File: src/rtl/cont_one_hot_encoded_controller_pkg.sv
// rtl/cont_one_hot_encoded_controller_pkg.sv - state encodings, cp codes and cp lookup
package cont_one_hot_encoded_controller_pkg;

    typedef enum logic [6:0] {
        ST_ZERO = 7'b0000000,
        ST_A    = 7'b1000000,
        ST_B    = 7'b0100000,
        ST_C    = 7'b0010000,
        ST_D    = 7'b0001000,
        ST_E    = 7'b0000100,
        ST_F    = 7'b0000010,
        ST_G    = 7'b0000001
    } state_e;

    localparam logic [4:0] CP_ZERO = 5'b00000;
    localparam logic [4:0] CP_A    = 5'b00110;
    localparam logic [4:0] CP_B    = 5'b10101;
    localparam logic [4:0] CP_C    = 5'b01110;
    localparam logic [4:0] CP_D    = 5'b11001;
    localparam logic [4:0] CP_E    = 5'b01101;
    localparam logic [4:0] CP_F    = 5'b01000;
    localparam logic [4:0] CP_G    = 5'b10001;

    // Anything that is not one of the seven legal states maps to the all-zero word.
    function automatic logic [4:0] state_to_cp(input logic [6:0] state);
        logic [4:0] code;
        code = CP_ZERO;
        case (state)
            ST_A:    code = CP_A;
            ST_B:    code = CP_B;
            ST_C:    code = CP_C;
            ST_D:    code = CP_D;
            ST_E:    code = CP_E;
            ST_F:    code = CP_F;
            ST_G:    code = CP_G;
            default: code = CP_ZERO;
        endcase
        return code;
    endfunction

endpackage

File: src/rtl/cont_one_hot_encoded_controller_if.sv
// rtl/cont_one_hot_encoded_controller_if.sv - status/control bundle between datapath and sequencer
interface cont_one_hot_encoded_controller_if;
    logic       start;
    logic       V;
    logic       Z;
    logic [4:0] cp;
    logic [6:0] presState;

    modport master (output start, output V, output Z, input cp, input presState);
    modport slave  (input start, input V, input Z, output cp, output presState);
endinterface

File: src/rtl/cont_ohe_next_state.sv
// rtl/cont_ohe_next_state.sv - combinational next-state logic holding the transition table
module cont_ohe_next_state
    import cont_one_hot_encoded_controller_pkg::*;
(
    input  logic [6:0] pres_state,
    input  logic       v,
    input  logic       z,
    input  logic       start,
    input  logic       clr,
    output state_e     next_state
);

    // Unknown flag values fall through to ST_ZERO so the sequencer parks safely.
    function automatic state_e pick(input logic [1:0] vz, input state_e s00, input state_e s01,
                                    input state_e s10, input state_e s11);
        state_e s;
        s = ST_ZERO;
        case (vz)
            2'b00:   s = s00;
            2'b01:   s = s01;
            2'b10:   s = s10;
            2'b11:   s = s11;
            default: s = ST_ZERO;
        endcase
        return s;
    endfunction

    logic [1:0] vz;

    always_comb begin
        next_state = ST_ZERO;
        vz         = {v, z};
        if (clr) begin
            next_state = ST_ZERO;
        end else if (start) begin
            next_state = ST_A;
        end else begin
            case (pres_state)
                ST_A:    next_state = pick(vz, ST_A, ST_C, ST_G, ST_D);
                ST_B:    next_state = pick(vz, ST_D, ST_A, ST_F, ST_A);
                ST_C:    next_state = pick(vz, ST_B, ST_C, ST_E, ST_D);
                ST_D:    next_state = pick(vz, ST_F, ST_G, ST_F, ST_A);
                ST_E:    next_state = pick(vz, ST_B, ST_E, ST_G, ST_B);
                ST_F:    next_state = pick(vz, ST_A, ST_B, ST_D, ST_E);
                ST_G:    next_state = pick(vz, ST_G, ST_F, ST_C, ST_E);
                // Zero state and any non-one-hot pattern wait for start.
                default: next_state = ST_ZERO;
            endcase
        end
    end

endmodule

File: src/rtl/cont_one_hot_encoded_controller.sv
// rtl/cont_one_hot_encoded_controller.sv - one-hot Moore sequencer with registered cp word
module cont_one_hot_encoded_controller
    import cont_one_hot_encoded_controller_pkg::*;
(
    input  logic                           clk,
    input  logic                           clr,
    cont_one_hot_encoded_controller_if.slave bus
);

    logic [6:0] pres_state_q;
    logic [6:0] pres_state_d;
    logic [4:0] cp_q;
    logic [4:0] cp_d;
    state_e     next_state;

    cont_ohe_next_state u_next_state (
        .pres_state (pres_state_q),
        .v          (bus.V),
        .z          (bus.Z),
        .start      (bus.start),
        .clr        (clr),
        .next_state (next_state)
    );

    // cp is looked up from the next state so both registers update on the same edge.
    always_comb begin
        pres_state_d = next_state;
        cp_d         = state_to_cp(next_state);
    end

    always_ff @(posedge clk) begin
        if (clr) begin
            pres_state_q <= ST_ZERO;
            cp_q         <= CP_ZERO;
        end else begin
            pres_state_q <= pres_state_d;
            cp_q         <= cp_d;
        end
    end

    assign bus.presState = pres_state_q;
    assign bus.cp        = cp_q;

endmodule

File: src/flat_wrapper.sv
// flat-port wrapper written by rule: the top's interface ports become plain ports
module cont_one_hot_encoded_controller_flat import cont_one_hot_encoded_controller_pkg::*;
  (clk, clr, bus_start, bus_V, bus_Z, bus_cp, bus_presState);
  cont_one_hot_encoded_controller_if bus_i ();
  input  logic clk;
  input  logic clr;
  input wire logic [$bits(bus_i.start)-1:0] bus_start;
  input wire logic [$bits(bus_i.V)-1:0] bus_V;
  input wire logic [$bits(bus_i.Z)-1:0] bus_Z;
  output wire logic [$bits(bus_i.cp)-1:0] bus_cp;
  output wire logic [$bits(bus_i.presState)-1:0] bus_presState;
  assign bus_i.start = bus_start;
  assign bus_i.V = bus_V;
  assign bus_i.Z = bus_Z;
  assign bus_cp = bus_i.cp;
  assign bus_presState = bus_i.presState;
  cont_one_hot_encoded_controller u_core (.clk(clk), .clr(clr), .bus(bus_i));
endmodule
File: config.mk
export PLATFORM = sky130hd
export DESIGN_NAME = cont_one_hot_encoded_controller_flat
export DESIGN_NICKNAME = d
export VERILOG_FILES = /design/src/rtl/cont_one_hot_encoded_controller_pkg.sv /design/src/rtl/cont_one_hot_encoded_controller_if.sv /design/src/rtl/cont_ohe_next_state.sv /design/src/rtl/cont_one_hot_encoded_controller.sv /design/src/flat_wrapper.sv
export SDC_FILE = /design/constraint.sdc
export NUM_CORES = 1
export LEC_CHECK = 0
export ABC_AREA = 1
export CORE_ASPECT_RATIO = 0.6
export CORE_UTILIZATION = 40
export DETAILED_ROUTE_END_ITERATION = 7
export GPL_ROUTABILITY_DRIVEN = 0
export PLACE_DENSITY = 0.67
export SLEW_MARGIN = 5
export SYNTH_ARGS = -nofsm -noshare
export SYNTH_HDL_FRONTEND = slang
export SYNTH_SLANG_ARGS = --single-unit
File: constraint.sdc
create_clock -name clk -period 2.35 [get_ports clk]
set_clock_uncertainty 0.2 [all_clocks]
set_input_delay 0.3525 -clock clk [delete_from_list [all_inputs] [get_ports clk]]
set_output_delay 0.3525 -clock clk [all_outputs]
set_load 0.02 [all_outputs]
=== Yosys cells after proc, flatten, opt, wreduce, memory -nomap -nowiden ===
Cells that the tools add are included.

* Bits in registers: 12
* Latch bits: 0
* RAM bits: 0
* Bits in read-only memories: 0
* Bits of input ports: 5
* Memories kept: 0

* $add $sub $neg: 0
* Multiply operators: 0
* Divide/modulo/power cells: 0
* Magnitude comparators: 0
* Eq/ne operators: 17
* Shift-type cells: 0
* Muxes and demuxes: 11
* Bitwise operators: 0
* Reduce and logical (&&, ||, !) cells: 4

{| class="wikitable"
|+ Operator list
! kind !! count
|-
| 7-bit case mux with 4 select lines || 4
|-
| 7-bit case mux with 3 select lines || 3
|-
| 7-bit case mux with 7 select lines || 1
|-
| 5-bit case mux with 7 select lines || 1
|-
| 7-bit by 1-bit equality test with 1-bit output (second input constant) || 2
|-
| 7-bit by 2-bit equality test with 1-bit output (second input constant) || 2
|-
| 7-bit by 3-bit equality test with 1-bit output (second input constant) || 2
|-
| 7-bit by 4-bit equality test with 1-bit output (second input constant) || 2
|-
| 7-bit by 5-bit equality test with 1-bit output (second input constant) || 2
|-
| 7-bit by 6-bit equality test with 1-bit output (second input constant) || 2
|-
| 7-bit equality test (second input constant) || 2
|-
| 7-bit 2-to-1 mux || 2
|-
| 2-bit OR reduction || 3
|-
| 2-bit equality test (second input constant) || 2
|-
| 2-bit by 1-bit equality test with 1-bit output (second input constant) || 1
|-
| 2-bit logical NOT || 1
|}

=== Longest topological paths before layout ===
Gate-level depths: netlist (run 1).

* Depth after elaboration: 8
* Depth in mapped cells: 13
* Depth with buffers taken out: 13

=== Cells and area by module ===
From an unflattened synthesis (run 1), not the netlist that was laid out.

* Cells, all modules: 168
* Area total of the unflattened synthesis: 1,059.8 µm²

{| class="wikitable"
|+ Modules (own cells, without submodules)
! module !! instances !! cells an instance !! area each (µm²)
|-
| cont_ohe_next_state || 1 || 101 || 546.8
|-
| cont_one_hot_encoded_controller || 1 || 67 || 513.0
|}

=== Worst setup path before layout (run 1) ===
No wires, ideal clock.

* Path kind: register to register
* From: register u_core.pres_state_q[4] (netlist: u_core.bus.presState[4])
* To: register u_core.cp_q[0] (netlist: u_core.bus.cp[0])
* Library setup time: 0.064 ns
* Data arrival time: 1.522 ns
* Required time: 2.086 ns
* Setup slack: 0.564 ns
* Cell stages (with the launch flop): 14
* Path buffers: 1
* Clock period less this slack: 1.786 ns
* Path through: dfxtp_1 > inv_2 > nand2_4 > nor2_4 > buf_6 > nand2_2 > nand2_2 > nor2_4 > nand2_1 > nand3_2 > nand2_2 > nor2_4 > nand2_1 > nand4_1

* Word-level cells in the longest chain between the ends: 6
* Elaborated cells on any way between the ends: 18
* Classes of those cells: 14 x eq/ne; 4 x mux

{| class="wikitable"
|+ Ends and longest elaborated chain
! what !! RTL line !! source
|-
| start: declaration || cont_one_hot_encoded_controller.sv:10 || <nowiki>logic [6:0] pres_state_q;</nowiki>
|-
| start signal: assignment || cont_one_hot_encoded_controller.sv:36 || <nowiki>pres_state_q <= pres_state_d;</nowiki>
|-
| 7-bit by 1-bit equality test with 1-bit output, or another cell as far along || cont_ohe_next_state.sv:38 || <nowiki>case (pres_state)</nowiki>
|-
| 7-bit case mux with 7 select lines * || cont_ohe_next_state.sv:38 ||
|-
| 7-bit 2-to-1 mux * || cont_ohe_next_state.sv:35 || <nowiki>end else if (start) begin</nowiki>
|-
| 7-bit 2-to-1 mux * || cont_ohe_next_state.sv:33 || <nowiki>if (clr) begin</nowiki>
|-
| 7-bit by 1-bit equality test with 1-bit output, or another cell as far along || cont_one_hot_encoded_controller_pkg.sv:28 || <nowiki>case (state)</nowiki>
|-
| 5-bit case mux with 7 select lines * || cont_one_hot_encoded_controller_pkg.sv:28 ||
|-
| end signal: assignment || cont_one_hot_encoded_controller.sv:37 || <nowiki>cp_q <= cp_d;</nowiki>
|-
| end: declaration || cont_one_hot_encoded_controller.sv:12 || <nowiki>logic [4:0] cp_q;</nowiki>
|}

Every way passes the cells marked *; elsewhere a longest branch is shown, timed or not.
A chain may end at the register's enable or synchronous reset.

=== Final worst setup path (run 1) ===
* From: input port bus_V
* To: register u_core.cp_q[2] (netlist: u_core.bus.cp[2])

* Word-level cells in the longest chain between the ends: 8
* Elaborated cells on any way between the ends: 25
* Classes of those cells: 10 x eq/ne; 11 x mux; 4 x reduce/logical

{| class="wikitable"
|+ Ends and longest elaborated chain
! what !! RTL line !! source
|-
| start: declaration || flat_wrapper.sv:8 || <nowiki>input wire logic [$bits(bus_i.V)-1:0] bus_V;</nowiki>
|-
| 2-bit equality test, or another cell as far along || cont_ohe_next_state.sv:18 || <nowiki>case (vz)</nowiki>
|-
| 2-bit OR reduction (no source line) || - ||
|-
| 7-bit case mux with 3 select lines || cont_ohe_next_state.sv:18 ||
|-
| 7-bit case mux with 7 select lines * || cont_ohe_next_state.sv:38 ||
|-
| 7-bit 2-to-1 mux * || cont_ohe_next_state.sv:35 ||
|-
| 7-bit 2-to-1 mux * || cont_ohe_next_state.sv:33 ||
|-
| 7-bit by 1-bit equality test with 1-bit output, or another cell as far along || cont_one_hot_encoded_controller_pkg.sv:28 ||
|-
| 5-bit case mux with 7 select lines * || cont_one_hot_encoded_controller_pkg.sv:28 ||
|}

Every way passes the cells marked *; elsewhere a longest branch is shown, timed or not. The select of a mux whose other input is x is not followed.

==> results by group, run 1 <==
Placement
  – Placed cell areas: 0.001380 sq mm
  – PortBufs: 16
  – Placed wire-length estimate: 2.273 mm

Floorplanning
  – Core area: 0.002557 sq mm
  – Starting Density: 43.35%
  – Chip width: 69.97 microns
  – IO Count: 17
  – Height of the chip: 42.78 microns
  – Num rows: 14
  – Die area: 0.002993 sq mm

Yosys
  – Synth cell types: 20
  – #FFs+latches synth: 12
  – Mapped cell area: 0.001109 sq mm
  – Net Count, Synth: 180
  – Register area share after synthesis: 21.67%
  – Mean area per synthesized cell: 6.638 sq um
  – Mapped Cells: 167
  – Syn. warnings: 0

Clock tree
  – Root Buffer: clkbuf_8
  – CTS Hold Bufs: 0
  – Num CTS Buffers: 3
  – Clk_lat worst skew: 240 ps
  – H-tree levels: 1
  – Clock Pin Slew Worst Setup and Hold Paths: 50 ps
  – CTS Sinks: 12
  – Max clock buf depth: 2
  – Post-CTS sizing: 0
  – Post-CTS Repair Setup Buffers: 0
  – TritonCTS clock tree: built

Finish
  – Ratio of cells with drive above 1 in the final layout: 26.90%
  – Finished Cell Area: 0.001435 sq mm
  – Area growth from synthesis to layout: 29.46%
  – NumNets Final: 211
  – N_diodes: 0
  – Leading cell types in the layout, fill and taps excluded: nand2_1 (34), nand3_1 (26), nor2_1 (24)
  – Most common cell after layout, fill and taps aside: nand2_1

Worst setup path
  – Crit-path max FO: 5
  – WP data arrival: 2180 ps
  – Crit-path cells: clkdlybuf4s50_1 -> inv_1 -> ha_1 -> buf_4 -> nand3_1 -> nand3_1 -> nand3_1 -> nand2_1 -> nor2_4 -> nand3_2 -> nand3_1
  – Largest stage delay, worst path: 510 ps
  – Crit Path Class: in2reg
  – CP startpoint kind: input port
  – CP endpoint kind: register
  – R2r worst-path depth: 10
  – CP dominant cell by count: nand3_1
  – WP depth: 11
  – Slowest cell on crit path: clkdlybuf4s50_1
  – CP required: 2330 ps
  – CP Buf/Inv Count: 3
  – Critical path's top delay family: simple AND/OR/NAND/NOR gates

Worst hold path
  – Hold Crit Depth: 6
  – Min-Delay Path Class: reg2reg

Detailed routing
  – Vias: 1140
  – Antenna viol nets, final: 0
  – Iteration count of the initial detailed-routing pass: 5
  – DR WL/cell: 11.87 microns
  – Via density: 4.978
  – Drc violations: 0
  – Total wire length: 2.718 mm
  – Initial DRC Count: 75

Pwr
  – Max VDD drop: 0.1805 mV
  – Pwr Density: 370.4 mW/mm^2
  – Leak Pwr: 0.7061 nW

GRT
  – Gr ovfl total: 0
  – Initial antenna violation count: 0
  – First-pass GRT wire length: 4.491 mm
  – GRT Util Overall: 19.36%
  – Vias in the first global route: 990
  – Largest net degree at the start of global routing: 16

STA
  – Final hold violation count: 0
  – Hold Slack: 659.2 ps
  – Slew at the pin closest to its max-slew limit: 380.3 ps
  – Unrepaired setup endpoints after global routing: no
  – Fin crit share: 93.63%
  – Max Clk Rate: 454.5 MHz
  – Max-Slew Margin vs Limit: 74.55%
  – Pins Over Slew Limit: 0
  – Final setup vio count: 0
  – Tmin final: 2200 ps

Run status
  – Status: completed

Run
  – Max-Cap Viols: 0
-- worst paths after layout --
kind | from | end | slack [ps]
max reg2reg | u_core.bus.presState[4]$_SDFF_PP0_ | u_core.bus.cp[2]$_SDFF_PP0_ | 390
min | u_core.bus.presState[1]$_SDFF_PP0_ | u_core.bus.presState[5]$_SDFF_PP0_ | 660
max | bus_V | u_core.bus.cp[2]$_SDFF_PP0_ | 150
min reg2reg | u_core.bus.presState[1]$_SDFF_PP0_ | u_core.bus.presState[5]$_SDFF_PP0_ | 660
-- report_power, final --
group | total, mW | switching [mW] | internal [mW]
Combinational | 0.0958 | 0.0553 | 0.0405
Sequential | 0.212 | 0.00346 | 0.208
Clock | 0.224 | 0.0759 | 0.148
-- cells by family (layout without fill, tap and decap cells) --
group           after synthesis  count (layout)  share of synthesized area (%)
compound gates                4               4                          3.274
simple gates                118             118                          56.88
flops                        12              12                          21.67
buf+inv                      25              55                          9.142
fa+ha+maj                     8               8                          9.030
-- final cells by class --
type | count | area [sq um]
fill | 248 | 1122
timing repair buffer | 27 | 242.7
tap | 32 | 40.04
clock buffer | 4 | 55.05
inverter | 24 | 90.09
multi-input combinational | 130 | 767.0
sequential | 12 | 240.2
-- worst min-delay path, cell delays in order (launching register included) --
cell and delay (ps):
dfxtp_1 340, nand2_1 80, nor2_1 70, nand3_1 90
nand3_1 100, nand2_2 90, inv_1 50
-- registers in the layout, indices dropped and copies added (netlist names) --
signal / count
u_core.bus.presState: 7
u_core.bus.cp: 5
-- synthesized netlist by cell type --
library cell	instances	area, sq um
nand3_2	6	60.06
buf_6	1	11.26
o21ai_2	2	17.52
nand2_4	2	22.52
nand4_1	5	31.28
inv_2	9	33.78
nand3b_1	2	15.01
dfxtp_1	12	240.2
a21boi_2	1	11.26
o21bai_1	1	7.510
nor2_1	24	90.09
nor2_4	7	78.83
clkinv_1	2	7.510
ha_1	8	100.1
nand2b_1	1	6.260
nand2_1	34	127.6
nor2_2	2	12.51
nand3_1	26	130.1
nand2_2	9	56.30
inv_1	13	48.80
-- stage by stage --
step | utilization (%) | setup slack (ps) | instances | TNS, ps | power [mW]
2_1_floorplan | - | 564.4 | 167 | 0 | 0.2727
3_3_place_gp | 53.96 | 16.62 | 225 | 0 | 0.3086
3_5_place_dp | 53.96 | -35.13 | 225 | -107.2 | 0.3103
4_1_cts | 56.12 | 167.3 | 229 | 0 | 0.5346
5_1_grt | 56.12 | 11.93 | 229 | 0 | 0.5541
6_report | 56.12 | 149.6 | 229 | 0 | 0.5316
-- routing by layer --
metal,vias to the layer above,part of all wire (%),GRT usage (%)
li1,589,-,-
met1,517,52,28.84
met2,34,41,29.04
met3,0,6.7,4.276
met4,0,0,2.400
met5,-,0,0
(Power assumes the default switching activity.)
==> run 2: changes to the inputs <==
--- a/config.mk
+++ b/config.mk
@@ -9,8 +9,9 @@
 export CORE_ASPECT_RATIO = 0.6
 export CORE_UTILIZATION = 40
 export DETAILED_ROUTE_END_ITERATION = 7
+export DONT_BUFFER_PORTS = 1
 export GPL_ROUTABILITY_DRIVEN = 0
-export PLACE_DENSITY = 0.67
+export PLACE_DENSITY = 0.59
 export SLEW_MARGIN = 5
 export SYNTH_ARGS = -nofsm -noshare
 export SYNTH_HDL_FRONTEND = slang
==> run 2 against run 1 <==
Net effect: maximum frequency up 7.9%; first-iteration DRC count down 37%; utilization down 9.5 points; sequential share of layout area up 3.4 points; total power down 5.4%; cell count down 12%; worst setup slack better by 160 ps; count of clock-buffer cells in the layout unchanged; combinational power down 37%.
==> results by group, run 2 (synthesis gave the netlist of run 1 again) <==
Run status
  – Status: completed

STA
  – Hold Slack: 158.9 ps
  – Final hold violation count: 0
  – Max Clk Rate: 490.3 MHz
  – Pins Over Slew Limit: 0
  – Slew at the pin closest to its max-slew limit: 431.2 ps
  – Fin crit share: 86.79%
  – Final setup TNS: 0 ps
  – Final setup vio count: 0
  – Max-Slew Margin vs Limit: 71.21%
  – Unrepaired setup endpoints after global routing: no
  – Tmin final: 2040 ps

Worst setup path
  – CP endpoint kind: register
  – Crit path from: u_core.bus.presState[5]$_SDFF_PP0_
  – Crit-path max FO: 15
  – CP required: 2270 ps
  – CP startpoint kind: register
  – Reg2reg start: u_core.bus.presState[5]$_SDFF_PP0_
  – WP data arrival: 1960 ps
  – Crit Path Class: reg2reg

Floorplanning
  – Height of the chip: 42.78 microns
  – Die area: 0.002993 sq mm
  – Starting Density: 43.35%
  – IO Count: 17
  – Num rows: 14
  – Chip width: 69.97 microns
  – Core area: 0.002557 sq mm

Finish
  – Ratio of cells with drive above 1 in the final layout: 24.71%
  – Most common cell after layout, fill and taps aside: nand2_1
  – NumNets Final: 184
  – Area growth from synthesis to layout: 7.562%
  – Largest register FFs: 7
  – Leading cell types in the layout, fill and taps excluded: nand2_1 (34), nand3_1 (26), nor2_1 (24)
  – Fillcell total: 276
  – N_diodes: 0

Clock tree
  – TritonCTS clock tree: built
  – Root Buffer: clkbuf_8
  – Post-CTS sizing: 0
  – Clock Pin Slew Worst Setup and Hold Paths: 60 ps
  – Clk_lat worst skew: 240 ps
  – H-tree levels: 1
  – CTS Sinks: 12
  – Post-CTS Repair Setup Buffers: 0
  – CTS Hold Bufs: 0
  – Num CTS Buffers: 3
  – Max clock buf depth: 2

Pwr
  – Pwr Density: 421.6 mW/mm^2
  – Max VDD drop: 0.1949 mV
  – Leak Pwr: 0.5953 nW

Placement
  – Placed wire-length estimate: 2.161 mm
  – PortBufs: 0

GRT
  – First-pass GRT wire length: 4.457 mm
  – Gr ovfl total: 0
  – GRT Util Overall: 19.27%
  – Initial antenna violation count: 0
  – Largest net degree at the start of global routing: 16
  – Vias in the first global route: 970

Run
  – Max-Cap Viols: 0

Detailed routing
  – Total wire length: 2.584 mm
  – Initial DRC Count: 47
  – Via density: 5.035
  – DR WL/cell: 12.79 microns
  – Vias: 1017
  – Iteration count of the initial detailed-routing pass: 4
  – Antenna viol nets, final: 0
  – Drc violations: 0

Worst hold path
  – Min-Delay Path Class: in2reg
  – Hold path start: clr
-- run 2: changes by cell type in the layout (fill, tap and decap cells not counted) --
cell and delta:
buf_4 -11, clkdlybuf4s50_1 -16
-- run 2: area by class of cell --
type	count	area, sq um	area share (%)
well taps	32	40.04	3.358
multi-input cells	130	767.0	64.32
inverters	24	90.09	7.555
clock buffers	4	55.05	4.617
flip-flops and latches	12	240.2	20.15
-- run 2: per-layer routing --
layer  vias to the layer above  wire (microns)  global-route usage (%)
li1                        534               -                       -
met1                       457            1444                   29.74
met2                        24             971                   27.12
met3                         2             146                   2.613
met4                         0              21                   6.000
met5                         -               0                       0
-- run 2: critical path, stage by stage (launching register included) --
cell     delay, ps
dfxtp_1        400
inv_2          130
nand2_4         60
nor2_4         290
nand2_1        120
nand2_1         90
nand2_1         50
nand2_1        100
nand3_2        120
nand2_2        140
nor2_4          60
nand2_1         80
nand4_1         90
-- run 2: path summary, 6_finish.rpt --
| check | to | slack [ps] | cells after the start |
|---|---|---|---|
| min | u_core.bus.presState[3]$_SDFF_PP0_ | 160 | 3 |
| max | u_core.bus.cp[0]$_SDFF_PP0_ | 310 | 12 |
| min reg2reg | u_core.bus.presState[5]$_SDFF_PP0_ | 750 | 6 |
| max reg2reg | u_core.bus.cp[0]$_SDFF_PP0_ | 310 | 12 |
-- run 2: per-stage QoR --
step	setup slack (ps)	util, %	area (sq um)	cells	power (mW)
global route	81.05	46.62	1192	202	0.5258
CTS	306.4	46.62	1192	202	0.5032
floorplan	564.4	-	1109	167	0.2727
global placement	349.3	44.47	1137	198	0.2814
detailed placement	302.0	44.47	1137	198	0.2825
finish	310.5	46.62	1192	202	0.5028
-- run 2: where the power goes --
group          switching, mW  leakage (nW)  internal [mW]
Clock                 0.0760        0.0288          0.148
Sequential           0.00981        0.0976          0.208
Combinational         0.0419         0.469         0.0188
